**config.mk**
```make
export PLATFORM = sky130hd
export DESIGN_NAME = fxp_divider
export DESIGN_NICKNAME = d
export VERILOG_FILES = /design/src/rtl/fxp_divider.sv
export SDC_FILE = /design/constraint.sdc
export NUM_CORES = 1
export LEC_CHECK = 0
export BUFFER_PORTS_ARGS = -buffer_cell sky130_fd_sc_hd__buf_4
export CORE_MARGIN = 2
export CORE_UTILIZATION = 55
export DETAILED_ROUTE_END_ITERATION = 12
export PLACE_DENSITY = 0.78
export SYNTH_ARGS = -nofsm -noshare
export SYNTH_HDL_FRONTEND = slang
export SYNTH_SLANG_ARGS = --single-unit
```
**constraint.sdc**
```tcl
create_clock -name clk -period 5 [get_ports clk]
set_input_delay 1 -clock clk [delete_from_list [all_inputs] [get_ports clk]]
set_output_delay 1 -clock clk [all_outputs]
set_load 0.1 [all_outputs]
```
**src/rtl/fxp_divider.sv**
```systemverilog
// Signed fixed-point divider. Uses sequential restoring division on the operand
// magnitudes and produces one quotient bit per clock, then saturates and restores the sign.
module fxp_divider #(
    parameter int WIDTH = 16,
    parameter int FRAC  = 8
) (
    input  logic             clk,
    input  logic             rst_n,
    input  logic             start,
    input  logic [WIDTH-1:0] data_a,
    input  logic [WIDTH-1:0] data_b,
    output logic             busy,
    output logic             done,
    output logic [WIDTH-1:0] result,
    output logic [3:0]       flags
);

    localparam int QW = WIDTH + FRAC;
    localparam int CW = $clog2(QW);
    localparam logic [CW-1:0]    CNT_INIT = CW'(QW - 1);
    localparam logic [QW-1:0]    LIM_NEG  = QW'(1) << (WIDTH - 1);
    localparam logic [QW-1:0]    LIM_POS  = LIM_NEG - QW'(1);
    localparam logic [WIDTH-1:0] RES_MAX  = {1'b0, {(WIDTH-1){1'b1}}};
    localparam logic [WIDTH-1:0] RES_MIN  = {1'b1, {(WIDTH-1){1'b0}}};

    typedef enum logic [1:0] {
        IDLE,
        RUN,
        DONE
    } state_t;

    state_t           state_q, state_d;
    logic [CW-1:0]    cnt_q, cnt_d;
    logic [WIDTH:0]   rem_q, rem_d;
    logic [QW-1:0]    quo_q, quo_d;
    logic [WIDTH-1:0] div_q, div_d;
    logic             sign_q, sign_d;
    logic             a_neg_q, a_neg_d;
    logic             dbz_q, dbz_d;
    logic [WIDTH-1:0] result_q, result_d;
    logic [3:0]       flags_q, flags_d;

    logic [WIDTH-1:0] a_mag, b_mag;
    logic [WIDTH+1:0] rem_wide;
    logic             ge;
    logic [WIDTH:0]   rem_step;
    logic [QW-1:0]    quo_step;
    logic [WIDTH-1:0] fin_res;
    logic             fin_sat;

    always_comb begin
        a_mag = data_a[WIDTH-1] ? -data_a : data_a;
        b_mag = data_b[WIDTH-1] ? -data_b : data_b;

        // The dividend sits in the quotient register and is consumed MSB first,
        // while quotient bits are shifted in at the bottom.
        rem_wide = {rem_q, quo_q[QW-1]};
        ge       = rem_wide >= {2'b00, div_q};
        rem_step = ge ? (WIDTH+1)'(rem_wide - {2'b00, div_q}) : rem_wide[WIDTH:0];
        quo_step = {quo_q[QW-2:0], ge};

        fin_sat = quo_step > (sign_q ? LIM_NEG : LIM_POS);
        if (dbz_q) begin
            fin_res = a_neg_q ? RES_MIN : RES_MAX;
        end else if (fin_sat) begin
            fin_res = sign_q ? RES_MIN : RES_MAX;
        end else begin
            fin_res = sign_q ? -quo_step[WIDTH-1:0] : quo_step[WIDTH-1:0];
        end
    end

    always_comb begin
        state_d  = state_q;
        cnt_d    = cnt_q;
        rem_d    = rem_q;
        quo_d    = quo_q;
        div_d    = div_q;
        sign_d   = sign_q;
        a_neg_d  = a_neg_q;
        dbz_d    = dbz_q;
        result_d = result_q;
        flags_d  = flags_q;

        case (state_q)
            IDLE: begin
                if (start) begin
                    state_d = RUN;
                    sign_d  = data_a[WIDTH-1] ^ data_b[WIDTH-1];
                    a_neg_d = data_a[WIDTH-1];
                    div_d   = b_mag;
                    quo_d   = {a_mag, {FRAC{1'b0}}};
                    rem_d   = '0;
                    cnt_d   = CNT_INIT;
                    dbz_d   = (data_b == '0);
                end
            end
            RUN: begin
                rem_d = rem_step;
                quo_d = quo_step;
                if (cnt_q == '0) begin
                    state_d  = DONE;
                    result_d = fin_res;
                    flags_d  = {dbz_q | fin_sat,
                                fin_res[WIDTH-1],
                                fin_res == '0,
                                ~dbz_q & (rem_step != '0)};
                end else begin
                    cnt_d = cnt_q - CW'(1);
                end
            end
            DONE: begin
                state_d = IDLE;
            end
            default: begin
                state_d = IDLE;
            end
        endcase
    end

    always_ff @(posedge clk or negedge rst_n) begin
        if (!rst_n) begin
            state_q  <= IDLE;
            cnt_q    <= '0;
            rem_q    <= '0;
            quo_q    <= '0;
            div_q    <= '0;
            sign_q   <= 1'b0;
            a_neg_q  <= 1'b0;
            dbz_q    <= 1'b0;
            result_q <= '0;
            flags_q  <= '0;
        end else begin
            state_q  <= state_d;
            cnt_q    <= cnt_d;
            rem_q    <= rem_d;
            quo_q    <= quo_d;
            div_q    <= div_d;
            sign_q   <= sign_d;
            a_neg_q  <= a_neg_d;
            dbz_q    <= dbz_d;
            result_q <= result_d;
            flags_q  <= flags_d;
        end
    end

    assign busy   = (state_q != IDLE);
    assign done   = (state_q == DONE);
    assign result = result_q;
    assign flags  = flags_q;

endmodule

```
# Word level (Yosys, flattened, before mapping)
# Cells that the tools add are included.
# totals
reg_bits,87
latch_bits,0
ram_bits,0
romBits,0
memories,0
# classes
add_sub_neg,5
mul,0
div_mod_pow,0
magnitude_cmp,2
eq_ne,5
shift,0
muxes,19
n_bitwise,4
n_reduce_logical,12
# ops
op,n
16-bit 2-to-1 mux,8
16-bit negation,3
24-bit one-hot mux with 2 select lines,1
17-bit 2-to-1 mux,2
17-bit one-hot mux with 2 select lines,1
16-bit zero test,2
24-bit by 16-bit greater-than comparator with 1-bit output,1
24-bit 2-to-1 mux,1
18-bit by 16-bit greater-or-equal comparator with 1-bit output,1
17-bit nonzero test,1
17-bit by 16-bit subtractor with 17-bit output,1
5-bit 2-to-1 mux,2
5-bit one-hot mux with 2 select lines,1
2-bit AND reduction,4
2-bit != test (second input constant),3
5-bit zero test,1
5-bit by 1-bit subtractor with 5-bit output (second input constant),1
2-bit 2-to-1 mux,2
2-bit one-hot mux with 2 select lines,1
2-bit nonzero test,2
3-bit AND reduction,1
2-bit by 1-bit == test with 1-bit output (second input constant),1
2-bit == test (second input constant),1
2-bit zero test,1
other kinds (4),4

# Longest topological paths before layout
# Gate-level depths: netlist (run 1).
# depth
word_depth,6
depth_mapped,21
depth_no_buf,19

# Worst setup path after synthesis (run 1)
# Ideal clock, no wire load.
# synth_timing
path_kind,register -> register
from,reg quo_q[23]
to,"reg flags_q[1], in the netlist flags[1]"
setup_time_ps,104
t_arrival_ps,4813
required_time_ps,4896
slack_ps,84
path_stages_with_launch,22
synth_period_minus_slack_ps,4916
cell_sequence,dfrtp_1 > inv_1 > ha_1 > inv_1 > fa_1 > a211oi_2 > nor3b_1 > o2111a_1 > or3_1 > buf_6 > inv_1 > buf_1 > ha_1 > or4b_4 > nand3b_1 > o31ai_1 > xnor2_1 > nor4_1 > o211ai_1 > a211oi_2 > nand4_1 > o41ai_2
# synth_via
elab_chain_len,6
# synth_lines
item,line,rtl
"start, declared",35,"logic [QW-1:0] quo_q, quo_d;"
"start signal, assigned",136,quo_q <= quo_d;
18-bit by 16-bit greater-or-equal comparator with 1-bit output *,58,"ge = rem_wide >= {2'b00, div_q};"
16-bit negation,68,fin_res = sign_q ? -quo_step[WIDTH-1:0] : quo_step[WIDTH-1:0];
16-bit 2-to-1 mux,68,
16-bit 2-to-1 mux *,65,end else if (fin_sat) begin
16-bit 2-to-1 mux *,63,if (dbz_q) begin
16-bit zero test *,105,"fin_res == '0,"
"end signal, assigned",142,flags_q <= flags_d;
"end, declared",41,"logic [3:0] flags_q, flags_d;"
# Mark *: on every way between the ends. The rest lies on a longest branch, timed or not.
# A chain may end at the register's enable or synchronous reset.

# Final worst setup path (run 1)
# Ends and elaborated chain as after synthesis.

==> metrics.yaml, run 1 <==
worstPathRequired_ps: 5260
grtUsageTotal: 0.2652
core_um2: 10890
r2r_slack_ps: 300
grt_overflow: 0
min_path_cells: 1
dieHeight_um: 109.8
async_flop_share: 1.000
yosysWarningCount: 0
r2r_start: "quo_q[23]$_DFFE_PN0P_"
rsz0062_at_grt: "false"
hold_class: "flop to flop"
clk_latency_ps: 370
initial_core_util: 0.5654
cp.arrival_ps: 4960
syn_area_per_cell_um2: 8.562
syn_area_um2: 6156
dpl_cell_area_um2: 6646
status: "finished, final reports clean"
wl_um: 15130
dr.pass1.iters: 5
grt_start_max_net_pins: 66
antenna_left: 0
final_cell_area_um2: 6853
synth_flop_cell: "dfrtp_1"
antenna_found_initial: 0
leakage_uw: 0.003011
ctsHoldBuffers: 0
ys_seq_area_frac: 0.3496
setup_viol: 0
startpoint_type: "flop"
cts_sinks: 86
min_period_over_period: 0.9401
finalWorstSetupSlack_ps: 299.3
hold_viol_final: 0
drc: 0
die_area_um2: 12050
min_period_ps: 4701
yosys-top-cells-count: "86 x dfrtp_1, 85 x nand2_1, 85 x o21ai_0"
dp_hpwl_um: 11140
synth_cell_types: 75
finalNetCount: 833
p_per_area_nw_per_um2: 764.4
synth-seq-cells: 86
peakVddDrop_uv: 529.2
antenna_cells: 0
synth_area_leaders: "dfrtp_1 35%, ha_1 7.5%, o21ai_0 6.9%"
vias: 5614
grt_first_pass_wirelength_um: 25180
finalWeightedCongestion: 0.9472
worstSetupEndpointType: "flop"
clock_skew_ps: 12.76
synth_nets: 792
drt_iter0_markers: 363
maxCapViolations: 0
place.port_buffers: 56
clk_pin_slew_ps: 90
tightest_slew_ps: 1104
synth_top_area_frac: 0.3496
crit_type: "flop to flop"
cts_tree: "done"
drive_above_1_share: 0.1451
final-max-slew-violation-count: 0
grt_pass1_vias: 5127
rows: 38
cts_buffers: 9
die_w_um: 109.8
r2r-end: "flags[1]$_DFFE_PN0P_"
fin_setup_tns_ps: 0
cts-root-buf: "clkbuf_8"
maxSlewHeadroom: 0.2611
htreeDepth: 3
wl_per_cell_um: 16.72
io_pins: 57
min_from: "result[1]$_DFFE_PN0P_"
syn_inst: 719
fmax_ghz: 0.2127
min_to: "result[1]$_DFFE_PN0P_"
syn2layout_area_growth_pct: 11.32
reg2reg_depth: 19
synth_edf_count: 0
vias_per_cell: 6.203
synth_area_leader_cell: "dfrtp_1"
clockBufferDepth: 2
pre_cts_slack_ps: 285.9
cp_max_fo: 4
power_uw: 5239
yosysMostFrequentCell: "dfrtp_1"
## routing by layer
layer / up-vias / GRT usage / routed length (um)
met2: 203 / 0.4159 / 6810
li1: 2731 / - / -
met4: 0 / 0.07505 / 221
met3: 26 / 0.04090 / 975
met5: - / 0 / 0
met1: 2654 / 0.3796 / 7122
## state kept, by name, summed over array words and instances (netlist names)
signal / flops
sign_q: 1
cnt_q: 5
rem_q: 17
quo_q: 24
result: 15
flags: 4
state_q: 2
div_q: 16
a_neg_q: 1
dbz_q: 1
## kinds of logic (layout without fill, tap and decap cells)
kind of cell / after synthesis / after routing / synth area share
simple gates: 252 / 252 / 0.2063
xor+xnor: 40 / 40 / 0.05691
buf+inv: 75 / 121 / 0.05264
fa+ha+maj: 38 / 38 / 0.07845
mux: 12 / 12 / 0.01972
compound gates: 216 / 216 / 0.2364
flops: 86 / 86 / 0.3496
## where the power goes
| group | switching, uW | internal [uW] |
|---|---|---|
| sequential | 358 | 1030 |
| clock | 266 | 213 |
| combinational | 2140 | 1240 |
| total | 2760 | 2480 |
## metrics by stage
| step | cells | hold WS (ps) | util |
|---|---|---|---|
| 2_1_floorplan | 719 | 449.8 | - |
| 3_3_place_gp | 888 | 456.1 | 0.6104 |
| 3_5_place_dp | 888 | 467.4 | 0.6104 |
| 4_1_cts | 904 | 486.9 | 0.6280 |
| 5_1_grt | 905 | 507.6 | 0.6294 |
| 6_report | 905 | 482.8 | 0.6294 |
## area by class of cell
cell class	instances	area (um2)
fillers	936	4035
multi-input cells	558	3692
flip-flops and latches	86	2152
repair buffers	66	495.5
well taps	140	175.2
clock buffers	11	151.4
inverters	39	146.4
clock inverters	5	40.04
## worst max-delay path, cell delays in order (launching register included)
cell and delay [ps]:
dfrtp_1 420, inv_1 70, ha_1 160, inv_1 60, fa_2 370, a211oi_2 260, nor3b_1 100, o2111a_1 270
or3_1 390, inv_1 80, ha_1 180, or4b_4 510, nand3b_1 250, o31ai_2 290, xnor2_1 130, nor4_1 300
o211ai_1 130, a211oi_2 220, nand4_1 130, o41ai_2 290
## cells in the final DEF, fill, tap and decap left out, drive strengths merged, types with 14 or more instances in the layout
cell type / netlist / routed
ha: 37 / 37
nand2: 85 / 85
o21ai: 90 / 90
a22oi: 14 / 14
nor3: 19 / 19
inv: 38 / 41
xnor2: 17 / 17
xor2: 23 / 23
nand3: 29 / 29
nor2: 41 / 41
a21oi: 29 / 29
buf: 9 / 66
or4: 14 / 14
dfrtp: 86 / 86
## how the worst max path moves through the flow
stage | startpoint | end | cells past startpoint
floorplan | quo_q[23]$_DFFE_PN0P_ | flags[1]$_DFFE_PN0P_ | 21
global placement | quo_q[23]$_DFFE_PN0P_ | flags[1]$_DFFE_PN0P_ | 19
detailed placement | quo_q[23]$_DFFE_PN0P_ | flags[1]$_DFFE_PN0P_ | 19
CTS | quo_q[23]$_DFFE_PN0P_ | flags[1]$_DFFE_PN0P_ | 19
global route | quo_q[23]$_DFFE_PN0P_ | flags[1]$_DFFE_PN0P_ | 19
finish | quo_q[23]$_DFFE_PN0P_ | flags[1]$_DFFE_PN0P_ | 19
## what timing repair did
action / 4_1_cts / 5_1_grt
setup buffers: 0 / 1
resized for setup: 0 / 2
setup endpoints to repair: 0 / 1
Note: power is estimated with default switching activity, not from simulation.
==> inputs of run 2 (changes only) <==
- CORE_UTILIZATION: 55 -> 30
- PLACE_DENSITY: 0.78 -> unset
==> run 2 against run 1 <==
Net effect: register-to-register slack hardly changed; combinational power hardly changed; die area is 80% higher; non-clock buffer count is 1 lower.
==> metrics.yaml, run 2 (synthesis results as in run 1) <==
worstSetupEndpointType: "flop"
htreeDepth: 3
status: "finished, final reports clean"
grt_first_pass_wirelength_um: 27130
antenna_found_initial: 0
grtUsageTotal: 0.1545
rows: 52
min_period_over_period: 0.9425
core_um2: 20170
grt_overflow: 0
grt_start_max_net_pins: 53
cts-root-buf: "clkbuf_16"
setup_viol: 0
final_cell_area_um2: 7118
cts_tree: "done"
top_regs: "quo_q x24, rem_q x17, div_q x16"
final-max-slew-violation-count: 0
io_pins: 57
syn2layout_area_growth_pct: 15.63
vias_per_cell: 5.296
reg2reg_depth: 19
clk_latency_ps: 360
clkPwrFrac: 0.125
cts_sinks: 86
crit_family: "simple AND/OR/NAND/NOR gates"
finalWeightedCongestion: 0.9228
leakage_uw: 0.003050
cpMaxStageDelayCell: "or4b_4"
slowest_delay_ps: 500
final_common_cell: "dfrtp_1"
initial_core_util: 0.3052
r2r_start: "quo_q[23]$_DFFE_PN0P_"
p_per_area_nw_per_um2: 766.1
cp-startpoint: "quo_q[23]$_DFFE_PN0P_"
power_uw: 5453
post-cts-setup-buffer-count: 0
maxSlewHeadroom: 0.4852
clockBufferDepth: 2
clock_skew_ps: 10.36
cp.depth: 19
r2r-end: "flags[1]$_DFFE_PN0P_"
antenna_left: 0
die_area_um2: 21680
cp.arrival_ps: 4970
dieHeight_um: 147.2
cts_buffers: 9
worstPathRequired_ps: 5260
drive_above_1_share: 0.1440
fillers: 2114
wl_per_cell_um: 15.60
cp_cell_sequence: "inv_1, ha_1, inv_1, fa_1, a211oi_2, nor3b_1, o2111a_1, or3_1, inv_1, ha_1, or4b_4, nand3b_1, o31ai_2, xnor2_1, nor4_2, o211ai_1, a211oi_2, nand4_1, o41ai_2"
drc: 0
critical_path.endpoint: "flags[1]$_DFFE_PN0P_"
tightest_slew_ps: 772.1
p_int_uw: 2609
dpl_cell_area_um2: 6809
largest_reg_flops: 24
startpoint_type: "flop"
wl_um: 16130
drt_iter0_markers: 485
fin_setup_tns_ps: 0
dp_hpwl_um: 11900
hold_ws_ps: 480.4
fmax_ghz: 0.2122
top_register: "quo_q"
grt_pass1_vias: 5294
finalNetCount: 832
crit_type: "flop to flop"
cp_max_fo: 4
r2r_slack_ps: 290
crit_top_cell: "inv_1"
combPwrFrac: 0.621
postLayoutCoreUtil: 0.3529
maxCapViolations: 0
die_w_um: 147.2
crit_buf_inv: 3
vias: 5476
seqPwrFrac: 0.254
place.port_buffers: 56
antenna_cells: 0
hold_class: "flop to flop"
hold_viol_final: 0
peakVddDrop_uv: 314.8
dr.pass1.iters: 5
p_sw_uw: 2844
clk_pin_slew_ps: 70
ctsHoldBuffers: 0
min_period_ps: 4712
mostFrequentLayoutCells: "86 x dfrtp_1, 85 x o21ai_0, 84 x nand2_1"
power_switching_share: 0.5216
min_from: "result[14]$_DFFE_PN0P_"
[run 2: cell count changes in the layout (fill, tap and decap cells not counted)]
cell	change
nor4_1	-1
clkbuf_8	-11
clkinvlp_4	+1
inv_8	+2
buf_4	-1
fa_2	-1
clkinv_4	-1
clkinv_8	+1
fa_1	+1
nor4_2	+1
clkinv_2	-1
clkbuf_16	+9
[run 2: worst reg2reg max path, cell delays in order (launching register included)]
cell,delay [ps]
dfrtp_1,400
inv_1,70
ha_1,160
inv_1,50
fa_1,420
a211oi_2,260
nor3b_1,90
o2111a_1,280
or3_1,390
inv_1,100
ha_1,180
or4b_4,500
nand3b_1,230
o31ai_2,250
xnor2_1,150
nor4_2,300
o211ai_1,140
a211oi_2,240
nand4_1,130
o41ai_2,290
[run 2: how the worst min path moves through the flow]
stage	endpoint	slack, ps	depth (start not counted)
CTS	result[8]$_DFFE_PN0P_	490	2
global placement	result[2]$_DFFE_PN0P_	470	2
detailed placement	result[8]$_DFFE_PN0P_	470	2
finish	result[14]$_DFFE_PN0P_	480	2
floorplan	div_q[10]$_DFFE_PN0P_	450	2
global route	div_q[4]$_DFFE_PN0P_	510	2
[run 2: final cells by class]
cell class,count,area (um2),area share
multi-input cells,558,3696,0.5192
flip-flops and latches,86,2152,0.3023
repair buffers,65,488.0,0.06855
well taps,270,337.8,0.04746
clock buffers,9,225.2,0.03164
inverters,39,146.4,0.02057
clock inverters,7,72.57,0.01020
[run 2: stage by stage]
stage | std cells | worst slack (ps)
finish | 1034 | 287.7
CTS | 1034 | 262.0
floorplan | 719 | 83.57
global route | 1034 | -69.49
detailed placement | 1018 | 299.4
global placement | 1018 | 338.7
[run 2: power by group through the flow]
stage / Combinational, uW / Sequential (uW) / Clock (uW)
floorplan: 2250 / 1700 / 0
global placement: 3340 / 1390 / 0
detailed placement: 3360 / 1390 / 0
CTS: 3370 / 1380 / 702
global route: 3790 / 1430 / 730
finish: 3390 / 1380 / 682
[run 2: routing by layer]
layer / vias up / wire [um] / GRT usage
met5: - / 0 / 0
met4: 0 / 387 / 0.05962
met3: 28 / 771 / 0.03168
met2: 144 / 6891 / 0.2301
met1: 2585 / 8082 / 0.2197
li1: 2719 / - / -
[run 2: repair_timing]
action / in CTS / in global routing
hold endpoints to repair: 0 / 0
endpoints found under the setup margin: 0 / 1
gates resized for setup: 0 / 2
==> inputs of run 3 (changes only) <==
- ABC_AREA: unset -> 1
- BUFFER_PORTS_ARGS: -buffer_cell sky130_fd_sc_hd__buf_4 -> -buffer_cell sky130_fd_sc_hd__buf_2
==> run 3 against run 2 <==
Net effect: worst hold slack gained 2.0 ps; routed wire length shrank 4.5%; critical path type unchanged; maximum frequency grew 21%; largest cell class unchanged.
==> metrics.yaml, run 3 <==
fillers: 2190
wl_um: 15400
fmax_ghz: 0.2559
dp_hpwl_um: 11640
core_um2: 20040
largest_reg_flops: 24
initial_core_util: 0.3035
synth_compound_area_frac: 0.1687
cts_tree: "done"
antenna_found_initial: 0
maxSlewHeadroom: 0.2440
cts_buffers: 9
synth-seq-cells: 86
multiInputGateArea_um2: 3397
synth_flop_cell: "dfrtp_1"
cts_resized: 0
synth_area_leaders: "dfrtp_1 35%, nand2_1 12%, ha_1 7.6%"
synth_top_family_by_area: "simple AND/OR/NAND/NOR gates"
clk_pin_slew_ps: 70
drt_iter0_markers: 295
vias: 5583
cp_max_fo: 22
startpoint_type: "flop"
top_regs: "quo_q x24, rem_q x17, div_q x16"
io_pins: 57
grt_start_max_net_pins: 46
synth_area_leader_cell: "dfrtp_1"
die_w_um: 146.4
ys_seq_area_frac: 0.3538
muxShareOfSynthArea: 0
worstSetupEndpointType: "flop"
synth_edf_count: 0
cts-root-buf: "clkbuf_16"
grt_overflow: 0
cp.arrival_ps: 4150
wl_per_cell_um: 13.19
ctsHoldBuffers: 0
place.port_buffers: 56
grtUsageTotal: 0.1492
top_register: "quo_q"
post-cts-setup-buffer-count: 0
fin_setup_tns_ps: 0
dpl_cell_area_um2: 6631
synth_cell_types: 43
mostFrequentLayoutCells: "198 x nand2_1, 106 x inv_1, 86 x dfrtp_1"
synth_nets: 917
clock_skew_ps: 7.622
antenna_cells: 0
synth_top_area_frac: 0.3538
synth_adder_area_share: 0.07941
grt_pass1_vias: 5298
final_common_cell: "nand2_1"
finalNetCount: 966
final-max-slew-violation-count: 0
yosys-top-cells-count: "198 x nand2_1, 106 x inv_1, 86 x dfrtp_1"
crit_type: "flop to flop"
clk_latency_ps: 350
syn_area_um2: 6082
yosysMostFrequentCell: "nand2_1"
rows: 52
vias_per_cell: 4.780
grt_first_pass_wirelength_um: 26160
synthXorXnorAreaFrac: 0.05040
yosysWarningCount: 0
drive_above_1_share: 0.1091
htreeDepth: 3
seqCellArea_um2: 2152
antenna_left: 0
min_period_ps: 3907
dr.pass1.iters: 6
clockBufferDepth: 2
final_cells: 1168
async_flop_share: 1.000
numPlacedInstances: 1152
drc: 0
tightest_slew_ps: 1134
syn2layout_area_growth_pct: 14.09
setup_viol: 0
hold_class: "flop to flop"
maxCapViolations: 0
die_area_um2: 21430
synthSimpleGateAreaFrac: 0.2600
cts_sinks: 86
finalWeightedCongestion: 0.8840
rsz0062_at_grt: "false"
syn_inst: 844
min_period_over_period: 0.7814
dieHeight_um: 146.4
hold_viol_final: 0
status: "finished, final reports clean"
worstPathRequired_ps: 5240
final_cell_area_um2: 6939
syn_area_per_cell_um2: 7.206
==> run 3: cell count changes in the layout (fill, tap and decap cells not counted), sizes merged, moves of 9 or more <==
cell,delta
a211oi,-9
inv,+66
mux2i,-11
nand2,+120
nand3,+29
nor2,+41
nor4,-9
o21ai,-10
o22ai,+19
o31ai,-11
o41ai,-11
or3,-9
or4,-14
==> run 3: path summary, 6_finish.rpt <==
kind / from / to / slack (ps) / depth (start not counted)
setup / recovery: quo_q[23]$_DFFE_PN0P_ / flags[1]$_DFFE_PN0P_ / 1090 / 27
hold / removal: flags[0]$_DFFE_PN0P_ / flags[0]$_DFFE_PN0P_ / 480 / 2
setup reg to reg: quo_q[23]$_DFFE_PN0P_ / flags[1]$_DFFE_PN0P_ / 1090 / 27
hold reg to reg: flags[0]$_DFFE_PN0P_ / flags[0]$_DFFE_PN0P_ / 480 / 2
max in group asynchronous: rst_n / rem_q[7]$_DFFE_PN0P_ / 3380 / 2
min in group asynchronous: rst_n / result[1]$_DFFE_PN0P_ / 620 / 1
==> run 3: area by class of cell <==
class | count | area share
clock inverters | 6 | 0.009917
repair buffers | 62 | 0.04724
inverters | 111 | 0.06004
clock buffers | 10 | 0.03444
well taps | 270 | 0.04868
flip-flops and latches | 86 | 0.3101
multi-input cells | 623 | 0.4895
==> run 3: cells by family after synthesis <==
logic type / Yosys count
buf+inv: 135
fa+ha+maj: 38
simple gates: 374
compound gates: 176
flops: 86
xor+xnor: 35
==> run 3: worst max-delay path, stage by stage (launching register included) <==
cell	delay, ps
dfrtp_1	400
inv_1	70
ha_1	130
inv_1	60
fa_1	440
nand3_1	130
nand3_2	110
nand2_1	110
nand2_2	250
inv_2	370
ha_1	220
inv_1	40
nand2_1	50
nand2_1	50
nand2_1	50
nand2_1	40
nand2_1	50
nand2_1	40
nand2_1	50
nand2_1	90
nand2_2	240
nand2_1	150
inv_1	140
nand2_1	60
o21ai_0	230
nor2_1	70
nand3_1	80
nand2_1	40
==> run 3: through the flow <==
step                setup WS [ps]  hold slack [ps]  utilization
floorplan                    1974            449.6            -
global placement             1233            458.1       0.3309
detailed placement           1059            471.1       0.3309
CTS                          1068            488.7       0.3463
global route                652.0            501.5       0.3463
finish                       1093            482.4       0.3463
==> run 3: layer usage <==
layer	routed length, um	GRT usage	share of wire	vias up
met1	7628	0.2072	0.50	2560
li1	-	-	-	2890
met3	725	0.02594	0.047	16
met2	6835	0.2394	0.44	117
met5	0	0	0	-
met4	214	0.04320	0.014	0
Power of run 3 is not shown: default switching activity piles up to over one toggle a cycle in this logic, so the estimate is an artifact.
